<file path="config.mk">
export PLATFORM = sky130hd
export DESIGN_NAME = ped_crossing
export DESIGN_NICKNAME = d
export VERILOG_FILES = /design/src/rtl/tl_pkg.sv /design/src/rtl/btn_sync.sv /design/src/rtl/ped_crossing.sv
export SDC_FILE = /design/constraint.sdc
export NUM_CORES = 1
export LEC_CHECK = 0
export BUFFER_PORTS_ARGS = -buffer_cell sky130_fd_sc_hd__buf_2
export CAP_MARGIN = 10
export CORE_ASPECT_RATIO = 0.8
export CORE_MARGIN = 3
export CORE_UTILIZATION = 50
export CTS_BUF_LIST = sky130_fd_sc_hd__clkbuf_8
export CTS_CLUSTER_DIAMETER = 120
export DETAILED_ROUTE_END_ITERATION = 16
export PLACE_DENSITY_LB_ADDON = 0.25
export SLEW_MARGIN = 10
export SYNTH_ARGS = -nofsm -noshare
export SYNTH_HDL_FRONTEND = slang
export SYNTH_SLANG_ARGS = --single-unit
</file>
<file path="constraint.sdc">
create_clock -name clk -period 3.35 [get_ports clk]
set_input_delay 0.335 -clock clk [delete_from_list [all_inputs] [get_ports clk]]
set_output_delay 0.335 -clock clk [all_outputs]
set_load 0.02 [all_outputs]
</file>
<file path="src/rtl/tl_pkg.sv">
// Shared traffic-light definitions: pedestrian FSM states and default phase timing.
package tl_pkg;

  typedef enum logic [2:0] {
    S_IDLE  = 3'd0,
    S_WAIT  = 3'd1,
    S_WALK  = 3'd2,
    S_FLASH = 3'd3,
    S_CLEAR = 3'd4
  } ped_state_t;

  localparam int DEF_WALK_CYC   = 128;
  localparam int DEF_FLASH_CYC  = 64;
  localparam int DEF_BLINK_HALF = 8;

  function automatic int tl_max(input int a, input int b);
    return (a > b) ? a : b;
  endfunction

endpackage

</file>
<file path="src/rtl/btn_sync.sv">
// Two-flop synchronizer for the raw push-button followed by a rising-edge detector.
module btn_sync (
  input  logic clk,
  input  logic res,
  input  logic btn,
  output logic rise
);

  logic s1, s2, s3;

  always_ff @(posedge clk) begin
    if (res) begin
      s1 <= 1'b0;
      s2 <= 1'b0;
      s3 <= 1'b0;
    end else begin
      s1 <= btn;
      s2 <= s1;
      s3 <= s2;
    end
  end

  assign rise = s2 & ~s3;

endmodule

</file>
<file path="src/rtl/ped_crossing.sv">
// Pedestrian crossing controller: latches button requests and runs walk/flash
// phases only on a fresh vehicle-red edge, aborting if red is withdrawn.
module ped_crossing
  import tl_pkg::*;
#(
  parameter int WALK_CYC   = DEF_WALK_CYC,
  parameter int FLASH_CYC  = DEF_FLASH_CYC,
  parameter int BLINK_HALF = DEF_BLINK_HALF
) (
  input  logic       clk,
  input  logic       res,
  input  logic       veh_red,
  input  logic       btn,
  output logic       walk,
  output logic       dont_walk,
  output logic       req_pending,
  output logic [7:0] served_cnt
);

  localparam int CW = $clog2(tl_max(WALK_CYC, FLASH_CYC)) + 1;
  localparam int BW = $clog2(BLINK_HALF) + 1;

  ped_state_t    state, state_n;
  logic [CW-1:0] cnt, cnt_n;
  logic [BW-1:0] blink, blink_n;
  logic          walk_n, dw_n, req_n;
  logic [7:0]    served_n;
  logic          veh_red_q, red_edge, req_edge;

  btn_sync u_btn_sync (
    .clk  (clk),
    .res  (res),
    .btn  (btn),
    .rise (req_edge)
  );

  // Resets high so a red phase already running at release is not mistaken for an edge.
  always_ff @(posedge clk) begin
    if (res) veh_red_q <= 1'b1;
    else     veh_red_q <= veh_red;
  end

  assign red_edge = veh_red & ~veh_red_q;

  always_ff @(posedge clk) begin
    if (res) begin
      state       <= S_IDLE;
      cnt         <= '0;
      blink       <= '0;
      walk        <= 1'b0;
      dont_walk   <= 1'b1;
      req_pending <= 1'b0;
      served_cnt  <= 8'd0;
    end else begin
      state       <= state_n;
      cnt         <= cnt_n;
      blink       <= blink_n;
      walk        <= walk_n;
      dont_walk   <= dw_n;
      req_pending <= req_n;
      served_cnt  <= served_n;
    end
  end

  always_comb begin
    state_n  = state;
    cnt_n    = '0;
    blink_n  = '0;
    walk_n   = 1'b0;
    dw_n     = 1'b1;
    req_n    = req_pending | req_edge;
    served_n = served_cnt;
    case (state)
      S_IDLE: begin
        if (req_edge) state_n = S_WAIT;
      end
      S_WAIT: begin
        if (red_edge) begin
          state_n  = S_WALK;
          walk_n   = 1'b1;
          dw_n     = 1'b0;
          req_n    = 1'b0;
          served_n = served_cnt + 8'd1;
        end
      end
      S_WALK: begin
        if (!veh_red) begin
          state_n = req_n ? S_WAIT : S_IDLE;
        end else if (cnt == CW'(WALK_CYC - 1)) begin
          state_n = S_FLASH;
        end else begin
          cnt_n  = cnt + 1'b1;
          walk_n = 1'b1;
          dw_n   = 1'b0;
        end
      end
      S_FLASH: begin
        if (!veh_red) begin
          state_n = req_n ? S_WAIT : S_IDLE;
        end else if (cnt == CW'(FLASH_CYC - 1)) begin
          state_n = S_CLEAR;
        end else begin
          cnt_n = cnt + 1'b1;
          // Lamp toggles when a half-period of blink cycles completes.
          if (blink == BW'(BLINK_HALF - 1)) begin
            blink_n = '0;
            dw_n    = ~dont_walk;
          end else begin
            blink_n = blink + 1'b1;
            dw_n    = dont_walk;
          end
        end
      end
      S_CLEAR: begin
        if (!veh_red) state_n = req_n ? S_WAIT : S_IDLE;
      end
      default: state_n = S_IDLE;
    endcase
  end

endmodule
</file>
-- Yosys cells after proc, flatten, opt, wreduce, memory -nomap -nowiden
Index checks and enable logic that the tools add are counted.
- multiplexer cells: 27
- equal/unequal tests: 13
- reduce and logical (&&, ||, !) cells: 4
- bitwise logic cells: 8
- add/subtract/negate cells: 3
- operators by type and width (kind ; count):
    8-bit 2-to-1 mux ; 4
    3-bit 2-to-1 mux ; 7
    8-bit by 1-bit adder with 8-bit output, second input constant ; 2
    8-bit one-hot mux with 2 select lines ; 1
    3-bit one-hot mux with 5 select lines ; 1
    1-bit 2-to-1 mux ; 12
    8-bit by 6-bit == test with 1-bit output, second input constant ; 1
    8-bit by 7-bit == test with 1-bit output, second input constant ; 1
    3-bit by 2-bit == test with 1-bit output, second input constant ; 2
    2-bit inequality test, second input constant ; 3
    3-bit inequality test, second input constant ; 2
    1-bit NOT ; 5
    5-bit AND reduction ; 1
    5-bit OR reduction ; 1
    4-bit by 1-bit adder with 4-bit output, second input constant ; 1
    4-bit by 3-bit == test with 1-bit output, second input constant ; 1
    4-bit inequality test, second input constant ; 1
    3-bit by 1-bit == test with 1-bit output, second input constant ; 1
    3-bit == test, second input constant ; 1
    3-bit zero test ; 1
    1-bit one-hot mux with 3 select lines ; 1
    1-bit bitwise AND ; 2
    1-bit one-hot mux with 2 select lines ; 1
    2-bit AND reduction ; 1
    1-bit OR ; 1
- output and inout bits: 11
- bits of input ports: 4
- bits in registers: 30

-- Logic depth before layout (Yosys ltp)
Gate-level depths: netlist of the first run.
- depth in word-level cells: 6
- gate-level depth with buffers: 5
- depth with buffers taken out: 5

-- Modules after synthesis
A second synthesis of the first run with hierarchy kept.
- cell total of the unflattened synthesis: 147
- area total of the unflattened synthesis: 1388.8 um^2
- modules (own cells, without submodules) (module ; times used ; cells each ; area an instance (um^2)):
    ped_crossing ; 1 ; 140 ; 1301.2
    btn_sync ; 1 ; 7 ; 87.6

-- Worst setup path after synthesis of the first run
OpenSTA, ideal clock, no wires.
- path type: reg2reg
- from: register cnt[0]
- to: register dont_walk
- buffers on the path: 0
- arrival: 1574 ps
- path slack: 1654 ps
- data required time: 3228 ps
- cell stages (with the launch flop): 6
- clock period less this slack: 1696 ps
- cell sequence: dfxtp_1 ha_1 nand2_1 or4_4 nor4b_4 o32a_1
- word-level cells in the longest chain between the ends: 4
- elaborated cells between the ends (all ways): 8
- those cells by class: 3 x eq/ne; 5 x mux
- ends and longest elaborated chain (element ; RTL line ; source):
    start, declared ; ped_crossing.sv:24 ; logic [CW-1:0] cnt, cnt_n;
    start signal, assigned ; ped_crossing.sv:56 ; cnt <= cnt_n;
    8-bit by 6-bit == test with 1-bit output or 8-bit by 7-bit == test with 1-bit output (tied branches) ; ped_crossing.sv:100, ped_crossing.sv:89 ;
    1-bit 2-to-1 mux (on tied branches) ; ped_crossing.sv:100, ped_crossing.sv:89 ;
    1-bit 2-to-1 mux (on tied branches) ; ped_crossing.sv:98, ped_crossing.sv:87 ;
    1-bit one-hot mux with 3 select lines ; ped_crossing.sv:73 ; case (state)
    end signal, assigned ; ped_crossing.sv:59 ; dont_walk <= dw_n;
    end, declared ; ped_crossing.sv:15 ; output logic dont_walk,
Parallel ways exist; a longest one is shown, timed or not.
A chain may end at the register's enable or synchronous reset.

-- Final worst setup path of the first run
- from: register cnt[0]
- to: register cnt[5]
- word-level cells in the longest chain between the ends: 4
- elaborated cells between the ends (all ways): 8
- those cells by class: 1 x add/sub; 2 x eq/ne; 5 x mux
- ends and longest elaborated chain (element ; RTL line):
    8-bit by 1-bit adder with 8-bit output, or another cell as far along ; ped_crossing.sv:92, ped_crossing.sv:103
    8-bit 2-to-1 mux (on tied branches) ; ped_crossing.sv:100, ped_crossing.sv:89
    8-bit 2-to-1 mux (on tied branches) ; ped_crossing.sv:98, ped_crossing.sv:87
    8-bit one-hot mux with 2 select lines (*) ; ped_crossing.sv:73
Every way passes the cells marked *; elsewhere a longest branch is shown, timed or not.

==> flow_summary.json, run 1 <==
{
  "status": "finished, final reports clean",
  "ys.flop_type": "dfxtp_1",
  "slew_viol_final": 0,
  "async_flop_share_pct": 0,
  "grt_pass1_wl_mm": 4.75,
  "ys_ff_latch": 30,
  "crit_path_start_kind": "register",
  "drive_above_1_share_pct": 16.9,
  "firstDrtPassIters": 4,
  "grt_max_degree": 22,
  "ios": 15,
  "cts_max_level": 2,
  "cts-root-buf": "clkbuf_8",
  "netlist_area_sq_mm": 0.00139,
  "synthCells": 152,
  "nets": 173,
  "clock_sinks": 30,
  "drc": 0,
  "fmaxAchievable_mhz": 548,
  "vias": 1138,
  "worst_clock_skew_ns": 0.00619,
  "cts.clk_slew.worst_paths_ns": 0.06,
  "fin_setup_tns_ns": 0,
  "fp-row-count": 16,
  "cp.required_ns": 3.52,
  "relSlewSlack_pct": 59.2,
  "r2r_slack_ns": 1.53,
  "worst_slew_pin_slew_ns": 0.597,
  "port_buffers": 14,
  "grt_remaining_overflow": 0,
  "leakage_nw": 0.569,
  "multi_input_area_sq_um": 747,
  "endpoint_kind": "register",
  "clock_latency_ns": 0.28,
  "period_needed_ns": 1.82,
  "cts_buffers": 5,
  "fin_crit_sh_pct": 54.4,
  "place_hpwl_mm": 2.00,
  "fill_cells": 246,
  "synthToLayoutAreaGrowth_pct": 11.7,
  "layout_commonest_cell": "dfxtp_1",
  "first_global_vias": 1081,
  "cts_setup_buffers": 0,
  "antenna_left": 0,
  "finalSetupViolations": 0,
  "whs_ns": 0.268,
  "die_y_microns": 53.1,
  "start_util_pct": 54.6,
  "hold_buffers": 0,
  "dieArea_sq_mm": 0.00345,
  "worstPathArrival_ns": 1.99,
  "n_antenna_cell": 0,
  "synthTopCellsByArea": "dfxtp_1 43%, xnor2_1 6.3%, nor2_1 5.4%",
  "min_path_type": "input port to register",
  "cts_resized": 0,
  "die_x_microns": 64.9,
  "hold_viol": 0,
  "cts_tree": "done",
  "max_cap_violations": 0,
  "post_synth.cell_area_avg_sq_um": 9.13,
  "ir_drop_mv": 0.282,
  "yosys.area.top_type": "dfxtp_1",
  "synth_cell_types": 44,
  "synth_top_area_share_pct": 43.3,
  "layout_common_cells": "30 x dfxtp_1, 20 x nor2_1, 14 x buf_2",
  "yosysWarnings": 0,
  "viasPerCell": 5.63,
  "drt_iter0_markers": 31,
  "gp_congestion": 0.807,
  "cts_buffer_depth": 2,
  "ff_latch_area_sq_um": 601,
  "wl_per_cell_microns": 13.9,
  "synth_edf_count": 0,
  "synth-seq-area-share_pct": 43.3,
  "antenna_found_initial": 0,
  "worst-setup-path-type": "register to register",
  "synth_nets": 159,
  "core-area_sq_mm": 0.00254,
  "worstPathMaxFanout": 5,
  "p_per_area_mw_per_mm2": 420,
  "drt-total-wl_mm": 2.81,
  "rsz0062_at_grt": "false",
  "grt_use_total_pct": 18.8
}
==> cells in the mapped netlist (2+ instances only) <==
| master | n |
|---|---|
| a2111oi_0 | 2 |
| dfxtp_1 | 30 |
| a21oi_1 | 6 |
| and3b_1 | 2 |
| nor2_1 | 20 |
| nor2b_1 | 5 |
| inv_1 | 3 |
| nor4_1 | 2 |
| a311oi_1 | 2 |
| nand4_1 | 3 |
| o21ai_0 | 5 |
| or4_2 | 2 |
| nand3_1 | 5 |
| clkbuf_1 | 4 |
| ha_1 | 3 |
| xnor2_1 | 10 |
| nand3b_1 | 3 |
| nand2b_1 | 4 |
| nor3_1 | 4 |
| xor2_1 | 3 |
| or2_2 | 2 |
| and3_1 | 3 |
| nand2_1 | 7 |
| buf_2 | 2 |
==> area by class of cell <==
cell class / count / area share [%]
clock buffer: 5 / 4.44
sequential: 30 / 38.7
tap: 36 / 2.91
clock inverter: 2 / 0.484
timing repair buffer: 14 / 4.52
multi-input combinational: 112 / 48.2
inverter: 3 / 0.726
==> worst paths after layout <==
| check | start | endpoint | cells past startpoint |
|---|---|---|---|
| max | cnt[0] | cnt[5] | 5 |
| min | btn | u_btn_sync.s1 | 2 |
| max reg2reg | cnt[0] | cnt[5] | 5 |
| min reg2reg | u_btn_sync.s1 | u_btn_sync.s2 | 1 |
==> critical path: stages, from the launching register on <==
cell and delay (ns):
dfxtp_1 0.37, ha_1 0.25, nand2_1 0.13, or4_2 0.68, nand2_1 0.20, nor2_1 0.08
==> kinds of logic after synthesis <==
family                   share of synthesized area (%)
flip-flops                                        43.3
multiplexers                                     0.811
buffers and inverters                             2.88
XOR/XNOR                                          8.21
AO/OA/AOI/OAI                                     13.9
AND/OR/NAND/NOR                                   28.2
adder cells (fa/ha/maj)                           2.71
==> where the power goes <==
part | switching [W] | total, W | internal [W]
registers | 0.00000482 | 0.000366 | 0.000361
clock network | 0.000122 | 0.000258 | 0.000136
logic | 0.0000165 | 0.0000275 | 0.0000110
total | 0.000143 | 0.000652 | 0.000508
==> state kept, by name (all words and copies together), names as in the netlist <==
register / cells
req_pending: 1
served_cnt: 8
dont_walk: 1
cnt: 8
walk: 1
u_btn_sync.s2: 1
blink: 4
u_btn_sync.s3: 1
u_btn_sync.s1: 1
veh_red_q: 1
state: 3
==> layer usage <==
metal / track usage, % / vias to the layer above / wire length, microns
li1: - / 571 / -
met1: 22.1 / 535 / 1320
met2: 30.2 / 23 / 1280
met3: 5.73 / 9 / 130
met4: 11.6 / 0 / 79
met5: 0 / - / 0
==> stage by stage <==
step,cells,area [sq um],power (W),setup WS (ns),utilization [%]
6_report,202,1550,0.000652,1.53,61.0
5_1_grt,202,1550,0.000674,1.43,61.0
2_1_floorplan,152,1390,0.000394,1.65,-
3_5_place_dp,195,1470,0.000401,1.55,58.0
4_1_cts,202,1550,0.000656,1.53,61.0
3_3_place_gp,195,1470,0.000400,1.61,58.0
No activity file was read; power rests on OpenSTA's default activity.
==> run 2, diff against run 1 <==
--- a/config.mk
+++ b/config.mk
@@ -5,6 +5,7 @@
 export SDC_FILE = /design/constraint.sdc
 export NUM_CORES = 1
 export LEC_CHECK = 0
+export ABC_AREA = 1
 export BUFFER_PORTS_ARGS = -buffer_cell sky130_fd_sc_hd__buf_2
 export CAP_MARGIN = 10
 export CORE_ASPECT_RATIO = 0.8
==> constraint.sdc (replaced) <==
create_clock -name clk -period 1.75 [get_ports clk]
set_input_delay 0.175 -clock clk [delete_from_list [all_inputs] [get_ports clk]]
set_output_delay 0.175 -clock clk [all_outputs]
set_load 0.02 [all_outputs]
==> run 2 against run 1 <==
  * Power rose to 2.5 times the previous value
  * Global-route usage decreased by 1.9 points
  * Count of clock-buffer cells in the layout rose by 1
  * Cell count is 22% higher
  * Synthesized cell count up 26%
  * Sequential share of layout area is 2.0 points lower
  * Worst setup slack got worse by 1.2 ns
  * Flip-flop and latch count unchanged
  * Clock skew grew 0.0011 ns
  * Critical endpoint is now state[2]
  * Combinational power rose to 12 times the previous value
  * First-iteration DRC count is 94% higher
  * Critical path depth grew 3
==> flow_summary.json, run 2 <==
{
  "status": "finished, final reports clean",
  "n_antenna_cell": 0,
  "cts.clk_slew.worst_paths_ns": 0.06,
  "cts_resized": 0,
  "fin_util_pct": 62.8,
  "worstPathMaxFanout": 4,
  "synth_top_area_share_pct": 41.7,
  "cts_buffers": 5,
  "start_util_pct": 55.4,
  "wl_per_cell_microns": 10.4,
  "grt_remaining_overflow": 0,
  "drive_above_1_share_pct": 21.3,
  "nets": 217,
  "multi_input_area_sq_um": 732,
  "rr_endpoint": "state[2]",
  "async_flop_share_pct": 0,
  "relSlewSlack_pct": 76.3,
  "met2_length_mm": 1.14,
  "fill_cells": 245,
  "synthTopCellsByCount": "40 x nor2_1, 35 x nand2_1, 30 x dfxtp_1",
  "max_cap_violations": 0,
  "fin_crit_sh_pct": 81.0,
  "worst_slew_pin_slew_ns": 0.354,
  "hold_buffers": 0,
  "synthToLayoutAreaGrowth_pct": 13.5,
  "crit_path_start_kind": "register",
  "cts_tree": "done",
  "drc": 0,
  "layout_common_cells": "40 x nor2_1, 35 x nand2_1, 30 x dfxtp_1",
  "synth_cell_types": 30,
  "wl_met1_mm": 1.26,
  "leakage_nw": 0.759,
  "dpl_cell_area_sq_mm": 0.00154,
  "fmaxAchievable_mhz": 705,
  "intPower_w": 0.00114,
  "cts_buffer_depth": 2,
  "firstDrtPassIters": 4,
  "wl_met3_microns": 140,
  "hold_viol": 0,
  "crit_path_end": "state[2]",
  "placed_cells": 239,
  "total_power_w": 0.00165,
  "yosys.area.top_type": "dfxtp_1",
  "clock_sinks": 30,
  "fp-row-count": 16,
  "core-area_sq_mm": 0.00260,
  "layout_commonest_cell": "nor2_1",
  "grt_use_total_pct": 16.9,
  "hold_start": "btn",
  "reg2reg_depth": 8,
  "ir_drop_mv": 0.748,
  "dieArea_sq_mm": 0.00357,
  "ff_latch_area_sq_um": 601,
  "cts-root-buf": "clkbuf_8",
  "seqPwrFrac_pct": 46.5,
  "pwr-share-clk_pct": 33.6,
  "top_layer_used": "met4",
  "switching_share_pct": 30.8,
  "synthCells": 191,
  "die_y_microns": 54.0,
  "ys.flop_type": "dfxtp_1",
  "synth_edf_count": 0,
  "instances_no_fill": 247,
  "vias": 1184,
  "drt-total-wl_mm": 2.56,
  "place_hpwl_mm": 1.98,
  "design_area_sq_mm": 0.00164,
  "grt_pass1_wl_mm": 4.46,
  "viasPerCell": 4.79,
  "cts_max_level": 2,
  "netSwitchingPower_w": 0.000507,
  "cp-startpoint": "cnt[0]",
  "period_needed_ns": 1.42,
  "worst_clock_skew_ns": 0.00730,
  "ios": 15,
  "clock_latency_ns": 0.28,
  "antenna_found_initial": 0,
  "grt_max_degree": 13,
  "ys_ff_latch": 30,
  "drt_iter0_markers": 60,
  "worstPathArrival_ns": 1.59,
  "antenna_left": 0,
  "r2r_slack_ns": 0.33,
  "gp_congestion": 0.824,
  "yosysWarnings": 0,
  "p_per_area_mw_per_mm2": 1010,
  "cp.required_ns": 1.92,
  "die_x_microns": 66.0,
  "rsz0062_at_grt": "false",
  "synth.most_common_cell": "nor2_1",
  "post_synth.cell_area_avg_sq_um": 7.55,
  "reg_top3": "cnt: 8 flops, served_cnt: 8 flops, blink: 4 flops",
  "first_global_vias": 1080,
  "min_path_type": "input port to register",
  "netlist_area_sq_mm": 0.00144,
  "cts_setup_buffers": 0,
  "comb_power_share_pct": 19.9,
  "worst-setup-path-type": "register to register",
  "synthTopCellsByArea": "dfxtp_1 42%, nor2_1 10%, nand2_1 9.1%",
  "synth_nets": 198,
  "r2r_start": "cnt[0]",
  "finalSetupViolations": 0,
  "port_buffers": 14,
  "fin_setup_tns_ns": 0,
  "slew_viol_final": 0,
  "synth-seq-area-share_pct": 41.7,
  "endpoint_kind": "register"
}
-- run 2: cell types whose count changed in the layout (fill, tap and decap cells not counted), moves of 4 or more --
cell / change
nand3_1: +4
nor2_1: +20
nand2_1: +28
xnor2_1: -10
nand2_2: +4
inv_1: +17
nand2b_1: -4
nor2b_1: -5
-- run 2: critical path, stage by stage (launching register included) --
cell     delay [ns]
dfxtp_1        0.35
ha_1           0.20
nand3_2        0.13
nor2_4         0.14
nand2_2        0.10
nand2_2        0.10
nand3_2        0.12
nor2_1         0.12
nor2_1         0.06
-- run 2: area by class of cell --
class | count | share of cell area, %
inverters | 25 | 5.89
clock buffers | 6 | 5.05
flip-flops and latches | 30 | 36.7
clock inverters | 2 | 0.536
well taps | 36 | 2.75
repair buffers | 14 | 4.28
multi-input cells | 134 | 44.8
-- run 2: how the worst min path moves through the flow --
stage,end,cells past startpoint
4_1_cts,u_btn_sync.s1,3
3_5_place_dp,u_btn_sync.s1,3
2_1_floorplan,u_btn_sync.s1,2
5_1_grt,u_btn_sync.s1,3
6_report,u_btn_sync.s1,3
3_3_place_gp,u_btn_sync.s1,3
-- run 2: power groups by stage --
stage	logic (W)	clock network [W]	registers [W]
4_1_cts	0.000328	0.000573	0.000764
5_1_grt	0.000373	0.000615	0.000769
3_3_place_gp	0.000319	0	0.000777
3_5_place_dp	0.000327	0	0.000778
6_report	0.000328	0.000554	0.000765
2_1_floorplan	0.000248	0	0.000788
-- run 2: through the flow --
stage	hold WS, ns	setup WS (ns)
detailed placement	0.392	0.353
CTS	0.103	0.338
global route	0.121	0.173
global placement	0.386	0.400
finish	0.110	0.332
floorplan	0.282	0.470
-- run 2: kinds of logic after synthesis --
family,after synthesis,share of synthesized area (%)
buffers and inverters,27,7.55
and+or+nand+nor,107,37.8
DFF,30,41.7
AOI/OAI and AO/OA,18,6.68
adders and majority gates,3,2.60
xor gates and xnor gates,6,3.65
-- run 2: layer usage --
| layer | GRT usage [%] | vias up |
|---|---|---|
| met5 | 0 | - |
| met2 | 27.1 | 20 |
| met1 | 20.7 | 524 |
| met3 | 5.64 | 4 |
| met4 | 8.11 | 0 |
| li1 | - | 636 |
==> run 3, diff against run 2 <==
--- a/config.mk
+++ b/config.mk
@@ -5,7 +5,7 @@
 export SDC_FILE = /design/constraint.sdc
 export NUM_CORES = 1
 export LEC_CHECK = 0
-export ABC_AREA = 1
+export ABC_AREA = 0
 export BUFFER_PORTS_ARGS = -buffer_cell sky130_fd_sc_hd__buf_2
 export CAP_MARGIN = 10
 export CORE_ASPECT_RATIO = 0.8
==> constraint.sdc (replaced) <==
create_clock -name clk -period 1.45 [get_ports clk]
set_input_delay 0.145 -clock clk [delete_from_list [all_inputs] [get_ports clk]]
set_output_delay 0.145 -clock clk [all_outputs]
set_load 0.02 [all_outputs]
==> run 3 against run 2 <==
  * The flow now finishes with violations (negative setup slack)
  * Flip-flop and latch count is the same
  * Clock power grew 14%
  * Wire length grew 46%
  * Maximum frequency shrank 12%
==> flow_summary.json, run 3 (synthesis gave the netlist of run 1 again) <==
{
  "cp.required_ns": 1.62,
  "postLayoutSetupSlackWorst_ns": -0.154,
  "nets": 205,
  "worstPathMaxFanout": 4,
  "die_x_microns": 64.9,
  "period_needed_ns": 1.60,
  "violations": "negative setup slack",
  "fmaxAchievable_mhz": 623,
  "cts_buffer_depth": 2,
  "dieArea_sq_mm": 0.00345,
  "die_y_microns": 53.1,
  "vias": 1309,
  "wl_per_cell_microns": 16.0,
  "gp_congestion": 0.817,
  "synthToLayoutAreaGrowth_pct": 40.2,
  "core-area_sq_mm": 0.00254,
  "path_buf_inv": 0,
  "worst_slew_pin_slew_ns": 0.409,
  "dpl_cell_area_sq_mm": 0.00169,
  "leakage_nw": 0.751,
  "design_area_sq_mm": 0.00195,
  "cts.clk_slew.worst_paths_ns": 0.07,
  "cts_tree": "done",
  "first_global_vias": 1193,
  "worst-setup-path-type": "register to register",
  "viasPerCell": 5.59,
  "clock_latency_ns": 0.29,
  "cts_max_level": 2,
  "cts_buffers": 5,
  "cts-root-buf": "clkbuf_8",
  "fill_cells": 185,
  "layout_commonest_cell": "buf_4",
  "grt_max_degree": 22,
  "antenna_left": 0,
  "rsz0062_at_grt": "true",
  "whs_ns": 0.0752,
  "reg_top3": "cnt: 8 flops, served_cnt: 8 flops, blink: 4 flops",
  "slowest_stage": "or4_4",
  "crit_chain": "ha_4 -> nand2_4 -> or4_4 -> nor4b_4 -> o32a_1",
  "ios": 15,
  "status": "finished, violations left",
  "start_util_pct": 54.6,
  "worstPathArrival_ns": 1.77,
  "clock_sinks": 30,
  "worst_clock_skew_ns": 0.00716,
  "slew_viol_final": 0,
  "finalSetupViolations": 6,
  "hold_depth": 2,
  "layout_common_cells": "30 x buf_4, 26 x dfxtp_1, 20 x nor2_1",
  "port_buffers": 14,
  "drt_iter0_markers": 77,
  "crit_family": "simple AND/OR/NAND/NOR gates",
  "reg2reg_depth": 5,
  "place_hpwl_mm": 2.40,
  "drc": 0,
  "firstDrtPassIters": 4,
  "cpPeakStageDelay_ns": 0.46,
  "grt_remaining_overflow": 0,
  "drive_above_1_share_pct": 42.4,
  "multi_input_area_sq_um": 885,
  "hold_buffers": 0,
  "fp-row-count": 16,
  "max_cap_violations": 0,
  "grt_use_total_pct": 21.0,
  "crit_path_start_kind": "register",
  "ir_drop_mv": 0.588,
  "ff_latch_area_sq_um": 608,
  "endpoint_kind": "register",
  "min_path_type": "input port to register",
  "r2r_slack_ns": -0.15,
  "antenna_found_initial": 0,
  "drt-total-wl_mm": 3.73,
  "p_per_area_mw_per_mm2": 811,
  "n_antenna_cell": 0,
  "hold_viol": 0,
  "fin_crit_sh_pct": 111,
  "relSlewSlack_pct": 72.7,
  "grt_pass1_wl_mm": 5.38,
  "cp.depth": 5
}
run 3: cell types whose count changed in the layout (fill, tap and decap cells not counted), sizes merged, moves of 4 or more:
cell | before | now
nand2 | 40 | 7
buf | 14 | 46
nor2 | 46 | 20
inv | 26 | 3
xnor2 | 0 | 10
nand3 | 13 | 6
nor2b | 0 | 5
nand2b | 0 | 4
run 3: area by class of cell:
| class | instances | share of cell area [%] |
|---|---|---|
| Clock buffer | 5 | 3.54 |
| Clock inverter | 2 | 0.514 |
| Inverter | 3 | 0.579 |
| Multi-Input combinational cell | 112 | 45.5 |
| Sequential cell | 30 | 31.3 |
| Tap cell | 36 | 2.32 |
| Timing Repair Buffer | 46 | 16.3 |
run 3: worst paths after layout:
check | start | endpoint
worst max-delay path | cnt[1] | dont_walk
worst min-delay path | btn | u_btn_sync.s1
worst max register to register | cnt[1] | dont_walk
worst min register to register | blink[0] | blink[0]
run 3: stage by stage:
step | std cells | worst slack [ns] | setup TNS (ns) | utilization (%) | total power (W)
after CTS | 227 | -0.142 | -0.887 | 70.3 | 0.00156
after global placement | 220 | -0.155 | -0.980 | 66.3 | 0.000938
after detailed placement | 220 | -0.198 | -1.43 | 66.3 | 0.000941
after global routing | 234 | -0.190 | -0.943 | 76.5 | 0.00163
after floorplan | 152 | -0.174 | -0.406 | - | 0.000911
final | 234 | -0.154 | -0.415 | 76.5 | 0.00158
run 3: metal layers:
layer	wire (microns)	vias to the layer above	track usage, %	part of all wire [%]
met5	0	-	0	0
met4	42	0	7.72	1.1
met3	205	5	8.07	5.5
met2	1810	36	33.4	48
met1	1680	632	25.8	45
li1	-	636	-	-
run 3: what timing repair did:
action,CTS,global route
endpoints found under the hold margin,0,0
buffers inserted,0,7
gates resized for setup,9,22
pin swaps,3,12
setup endpoints to repair,20,19
run 3: power breakdown:
group | switching, W | internal [W] | leakage, nW
sequential | 0.00000866 | 0.000833 | 0.245
clock | 0.000312 | 0.000321 | 0.0438
combinational | 0.0000549 | 0.0000469 | 0.462
